<file path="config.mk">
export PLATFORM = sky130hd
export DESIGN_NAME = cache_refill_ctrl
export DESIGN_NICKNAME = d
export VERILOG_FILES = /design/src/rtl/cache_pkg.sv /design/src/rtl/cache_victim_sel.sv /design/src/rtl/cache_refill_ctrl.sv
export SDC_FILE = /design/constraint.sdc
export NUM_CORES = 1
export LEC_CHECK = 0
export ABC_CLOCK_PERIOD_IN_PS = 17400
export BUFFER_PORTS_ARGS = -buffer_cell sky130_fd_sc_hd__buf_4
export CORE_ASPECT_RATIO = 1.2
export CORE_MARGIN = 2
export CORE_UTILIZATION = 35
export CTS_BUF_LIST = sky130_fd_sc_hd__clkbuf_4 sky130_fd_sc_hd__clkbuf_8
export CTS_CLUSTER_SIZE = 8
export DETAILED_ROUTE_END_ITERATION = 6
export PLACE_DENSITY = 0.6
export REMOVE_ABC_BUFFERS = 1
export SLEW_MARGIN = 20
export SYNTH_ARGS = -nofsm -noshare
export SYNTH_HDL_FRONTEND = slang
export SYNTH_SLANG_ARGS = --single-unit
</file>
<file path="constraint.sdc">
create_clock -name clk -period 17.4 [get_ports clk]
set_input_delay 1.74 -clock clk [delete_from_list [all_inputs] [get_ports clk]]
set_output_delay 1.74 -clock clk [all_outputs]
set_load 0.01 [all_outputs]
</file>
<file path="src/rtl/cache_pkg.sv">
// cache_pkg: shared sizes, state encoding and index types for the cache refill path.
package cache_pkg;
  localparam int WAY_NUM    = 4;
  localparam int INDEX_W    = 10;
  localparam int BEAT_W     = 32;
  localparam int BEATS      = 128 / BEAT_W;
  localparam int DOMAIN_NUM = 2;
  localparam int DOM_W      = $clog2(DOMAIN_NUM);
  localparam int WAY_W      = $clog2(WAY_NUM);
  localparam int TAG_W      = 32 - INDEX_W - 4;
  typedef logic [WAY_W-1:0] way_idx_t;
  typedef logic [DOM_W-1:0] dom_t;
  typedef logic [127:0] cache_data_type;
  typedef enum logic [2:0] {IDLE, SELECT, WB_REQ, FILL_REQ, FILL, COMMIT} refill_state_e;
endpackage

</file>
<file path="src/rtl/cache_victim_sel.sv">
// cache_victim_sel: picks the lowest invalid allowed way, else the next allowed way after a round-robin pointer.
// With DAWG_PARTITION_EN each domain owns a pointer; otherwise a single pointer is shared by all domains.
module cache_victim_sel
  import cache_pkg::*;
(
  input  logic               clk,
  input  logic               rst,
  input  logic [WAY_NUM-1:0] valid,
  input  logic [WAY_NUM-1:0] allowed,
  input  dom_t               domain,
  input  logic               advance,
  output way_idx_t           victim,
  output logic               none
);
  way_idx_t [DOMAIN_NUM-1:0] rr_q, rr_d;
  way_idx_t inv_way, rr_way, cand;
  logic inv_hit;
  dom_t sel;
`ifdef DAWG_PARTITION_EN
  assign sel = domain;
`else
  logic unused_dom;
  assign sel = '0;
  assign unused_dom = ^domain;
`endif
  always_comb begin
    inv_hit = 1'b0;
    inv_way = '0;
    rr_way = rr_q[sel];
    cand = '0;
    for (int i = WAY_NUM - 1; i >= 0; i--) begin
      if (allowed[i] && !valid[i]) begin
        inv_hit = 1'b1;
        inv_way = way_idx_t'(i);
      end
    end
    // Offset WAY_NUM wraps to the pointer itself, so a lone allowed way is still found.
    for (int i = WAY_NUM; i >= 1; i--) begin
      cand = rr_q[sel] + way_idx_t'(i);
      if (allowed[cand]) rr_way = cand;
    end
  end
  assign none = ~|allowed;
  assign victim = inv_hit ? inv_way : rr_way;
  always_comb begin
    rr_d = rr_q;
    if (advance && !inv_hit && !none) rr_d[sel] = rr_way;
  end
  always_ff @(posedge clk or posedge rst) begin
    if (rst) rr_q <= '0;
    else rr_q <= rr_d;
  end
endmodule

</file>
<file path="src/rtl/cache_refill_ctrl.sv">
// cache_refill_ctrl: miss handler -- victim pick, dirty writeback in beats, line fill, one-cycle array write.
// Define DAWG_PARTITION_EN to restrict victims to the requesting domain's cfg_way_mask ways.
module cache_refill_ctrl
  import cache_pkg::*;
(
  input  logic                          clk,
  input  logic                          rst,
  input  logic                          miss_valid,
  output logic                          miss_ready,
  input  logic [31:0]                   miss_addr,
  input  logic [DOM_W-1:0]              miss_domain,
  input  logic [WAY_NUM-1:0]            set_valid,
  input  logic [WAY_NUM-1:0]            set_dirty,
  input  logic [TAG_W-1:0]              victim_tag,
  input  logic [127:0]                  victim_line,
  input  logic [DOMAIN_NUM*WAY_NUM-1:0] cfg_way_mask,
  output logic                          mem_req_valid,
  input  logic                          mem_req_ready,
  output logic                          mem_req_we,
  output logic [31:0]                   mem_req_addr,
  output logic [BEAT_W-1:0]             mem_wdata,
  input  logic                          mem_rvalid,
  input  logic [BEAT_W-1:0]             mem_rdata,
  output logic                          data_we,
  output logic [INDEX_W-1:0]            data_index,
  output logic [WAY_W-1:0]              data_way,
  output logic [127:0]                  data_wline,
  output logic                          done_valid,
  output logic                          done_err
);
  refill_state_e state_q, state_d;
  logic [31:0] addr_q, addr_d;
  dom_t dom_q, dom_d;
  logic [WAY_NUM-1:0] valid_q, valid_d, dirty_q, dirty_d, allowed;
  way_idx_t way_q, way_d, victim;
  logic [1:0] beat_q, beat_d;
  logic [TAG_W-1:0] tag_q, tag_d;
  cache_data_type wb_q, wb_d, line_q, line_d;
  logic none, select;
`ifdef DAWG_PARTITION_EN
  assign allowed = cfg_way_mask[{dom_q, 2'b00} +: WAY_NUM];
`else
  logic unused_cfg;
  assign allowed = '1;
  assign unused_cfg = ^cfg_way_mask;
`endif
  assign select = state_q == SELECT;
  cache_victim_sel u_sel (
    .clk(clk),
    .rst(rst),
    .valid(valid_q),
    .allowed(allowed),
    .domain(dom_q),
    .advance(select),
    .victim(victim),
    .none(none)
  );
  assign data_index = addr_q[INDEX_W+3:4];
  assign data_way = way_q;
  assign data_wline = line_q;
  always_comb begin
    state_d = state_q;
    addr_d = addr_q;
    dom_d = dom_q;
    valid_d = valid_q;
    dirty_d = dirty_q;
    way_d = way_q;
    beat_d = beat_q;
    tag_d = tag_q;
    wb_d = wb_q;
    line_d = line_q;
    miss_ready = 1'b0;
    mem_req_valid = 1'b0;
    mem_req_we = 1'b0;
    mem_req_addr = addr_q;
    mem_wdata = wb_q[{beat_q, 5'd0} +: BEAT_W];
    data_we = 1'b0;
    done_valid = 1'b0;
    done_err = 1'b0;
    case (state_q)
      IDLE: begin
        miss_ready = 1'b1;
        if (miss_valid) begin
          state_d = SELECT;
          addr_d = miss_addr;
          dom_d = miss_domain;
          valid_d = set_valid;
          dirty_d = set_dirty;
        end
      end
      SELECT: begin
        way_d = victim;
        beat_d = '0;
        wb_d = victim_line;
        tag_d = victim_tag;
        done_valid = none;
        done_err = none;
        state_d = none ? IDLE : (dirty_q[victim] ? WB_REQ : FILL_REQ);
      end
      WB_REQ: begin
        mem_req_valid = 1'b1;
        mem_req_we = 1'b1;
        mem_req_addr = {tag_q, addr_q[INDEX_W+3:4], beat_q, 2'b00};
        if (mem_req_ready) begin
          beat_d = beat_q + 1'b1;
          if (&beat_q) state_d = FILL_REQ;
        end
      end
      FILL_REQ: begin
        mem_req_valid = 1'b1;
        if (mem_req_ready) state_d = FILL;
      end
      FILL: begin
        if (mem_rvalid) begin
          line_d[{beat_q, 5'd0} +: BEAT_W] = mem_rdata;
          beat_d = beat_q + 1'b1;
          if (&beat_q) state_d = COMMIT;
        end
      end
      COMMIT: begin
        data_we = 1'b1;
        done_valid = 1'b1;
        state_d = IDLE;
      end
      default: state_d = IDLE;
    endcase
  end
  always_ff @(posedge clk or posedge rst) begin
    if (rst) begin
      state_q <= IDLE;
      addr_q <= '0;
      dom_q <= '0;
      valid_q <= '0;
      dirty_q <= '0;
      way_q <= '0;
      beat_q <= '0;
      tag_q <= '0;
      wb_q <= '0;
      line_q <= '0;
    end else begin
      state_q <= state_d;
      addr_q <= addr_d;
      dom_q <= dom_d;
      valid_q <= valid_d;
      dirty_q <= dirty_d;
      way_q <= way_d;
      beat_q <= beat_d;
      tag_q <= tag_d;
      wb_q <= wb_d;
      line_q <= line_d;
    end
  end
endmodule

</file>
==> metrics <==
max-cap violation count 0; GRT Util Overall 0.193; wirelength, routed 39.8 mm; Starting Density 0.356; Reg power frac 0.366; IO Port Bufs 431; Synth area leaders dfrtp_1, nand2_1, mux4_2; Tcrit/Tclk final 0.243; Overflow after GRT 0; Layout area overhead 33.3%; #FFs+latches synth 323; RSZ-0062 raised after global routing no; CP Class register to primary output; Power Density 177 mW/mm^2; Die Wd 186 um; Comb pwr share 0.419; cts bufs inserted 54; CTS tree yes; initial antenna violation count 3; die height 222 um; maximum level of the CTS H-tree 2; vias in the first global route 11557; final-layout fill cell count 3821; routability cong. 0.770; post-CTS setup buffer count 0; Final Setup Violations 0; final slew viol count 0; FF+latch area 0.00809 sq mm; Synth area leader dfrtp_1; layout cells sized above 1 0.325; # rows 79; routed length on met2 18.9 mm; Clk pwr share 0.215; Slew headroom 0.314; clk_lat worst skew 0.59 ns; 1st-iter DRT viols 560; hpwl dp 26.5 mm; via count 11092; Final Hold Viols 0; register area share after synthesis 0.583; maximum VDD drop 0.102 mV; fmax 0.236 GHz; Avg Cell Area, Syn 9.73 sq um; top cell type's share of synthesized area 0.583; register clock-pin slew on the reported worst setup and hold paths 0.06 ns; Psw 1.21 mW; Multi-input gate area 0.00520 sq mm; DRC viols 0; Setup TNS Final 0 ns; Top Layer Used met4; Pre-Repair DR Iteration Count 6; WL met3 3.97 mm; Core Footprint 0.0389 sq mm; largest net degree at the start of global routing 117; Worst Setup End Kind primary output; CP Launch Type register; minimum clock period 4.24 ns; switching part of the total 0.370; Internal Power 2.06 mW; worst slew pin tran 1.03 ns; outcome complete, no violations; Longest Clk Path Bufs 3; clk sink count 323; met1 WL 15.8 mm; final net count 2059; CP required 15.66 ns; Setup Skew 0.0177 ns; Synth Cell Area 0.0139 sq mm; Mapped Cells 1425; vias per inst 4.65; Yosys cell types 42; global-route wire length before repair 63.0 mm; antenna-violating nets left 0; IO Pins 442; Yosys warnings 0; worst hold path class register to register; hold buffer count at CTS 0; CTS root buf clkbuf_8; hold slack final 0.467 ns; DIE AREA 0.0412 sq mm; critical path peak fanout 23; commonest non-fill, non-tap cells in the layout nand2_1, buf_4, dfrtp_1; cts repair resizes 0; WL per Instance 16.7 um; Pleak 9.24 nW; WP data arrival 2.50 ns; most common cell after layout, fill and taps aside nand2_1
-- Yosys cell counts, drive strengths merged --
cell	count
mux2	60
conb	1
a21bo	1
ha	6
a41oi	1
o21bai	1
o22ai	1
mux4	32
o221a	1
a21oi	3
o21ai	134
mux2i	1
dfrtp	323
o211ai	1
or3b	1
and3	2
clkbuf	22
a22oi	1
a21o	2
a221oi	1
nand2b	3
and2	1
inv	5
a31oi	3
a211oi	1
nor2b	4
nand2	708
xor2	2
buf	87
xnor2	1
nor3b	3
o22a	2
nor3	5
nor2	5
-- critical path: stages, from the launching register on --
cell and delay (ns):
dfrtp_1 0.61, nand2b_1 0.26, nor2_2 0.13, buf_4 0.33, mux2_1 0.41, buf_4 0.17
-- power by group through the flow --
stage          Sequential (mW)  Clock (mW)  Combinational (mW)
2_1_floorplan             1.22           0               0.762
3_3_place_gp              1.19           0                1.37
3_5_place_dp              1.21           0                1.39
4_1_cts                   1.20       0.729                1.39
5_1_grt                   1.23       0.764                1.53
6_report                  1.19       0.703                1.37
-- path summary, 6_finish.rpt --
path	depth (start not counted)	slack, ns	to	start
max	5	13.16	mem_req_addr[26]	state_q[1]$_DFFE_PP0P_
min	2	0.47	wb_q[102]$_DFFE_PP0P_	wb_q[102]$_DFFE_PP0P_
max reg2reg	7	14.52	data_wline[91]$_DFFE_PP0P_	beat_q[0]$_DFFE_PP0P_
min reg2reg	2	0.47	wb_q[102]$_DFFE_PP0P_	wb_q[102]$_DFFE_PP0P_
max in group asynchronous	4	13.65	beat_q[1]$_DFFE_PP0P_	rst
min in group asynchronous	2	1.31	wb_q[1]$_DFFE_PP0P_	rst
-- state kept, by name, indices dropped and copies added (netlist names) --
register / cells
valid_q: 4
data_way: 2
u_sel.rr_q: 2
data_wline: 128
beat_q: 2
addr_q: 32
dirty_q: 4
tag_q: 18
state_q: 3
wb_q: 128
-- layer usage --
metal  up-vias  GRT usage
met4         0     0.0615
met3        75     0.0726
met5         -          0
li1       5369          -
met1      5259      0.225
met2       389      0.327
-- metrics by stage --
step                cells  power (mW)   util  cell area (sq um)  setup WS, ns
floorplan            1316        1.99      -              13300          6.72
global route         2385        3.52  0.475              18500         13.02
global placement     2290        2.56  0.445              17300         12.86
detailed placement   2290        2.60  0.445              17300         12.83
CTS                  2381        3.32  0.474              18500         13.08
finish               2385        3.26  0.475              18500         13.16
-- layout make-up --
type | count | area share
well taps | 526 | 0.0356
flip-flops and latches | 323 | 0.437
clock buffers | 87 | 0.0580
clock inverters | 4 | 0.00264
repair buffers | 449 | 0.183
inverters | 5 | 0.00142
diodes | 3 | 0.000406
multi-input cells | 988 | 0.281
-- kinds of logic after synthesis --
group | share of synthesized area
AND/OR/NAND/NOR | 0.205
flip-flops | 0.583
AO/OA/AOI/OAI | 0.0585
buffers and inverters | 0.0449
multiplexers | 0.101
adder cells (fa/ha/maj) | 0.00541
XOR/XNOR | 0.00189
other | 0.000270
(Power assumes the default switching activity.)
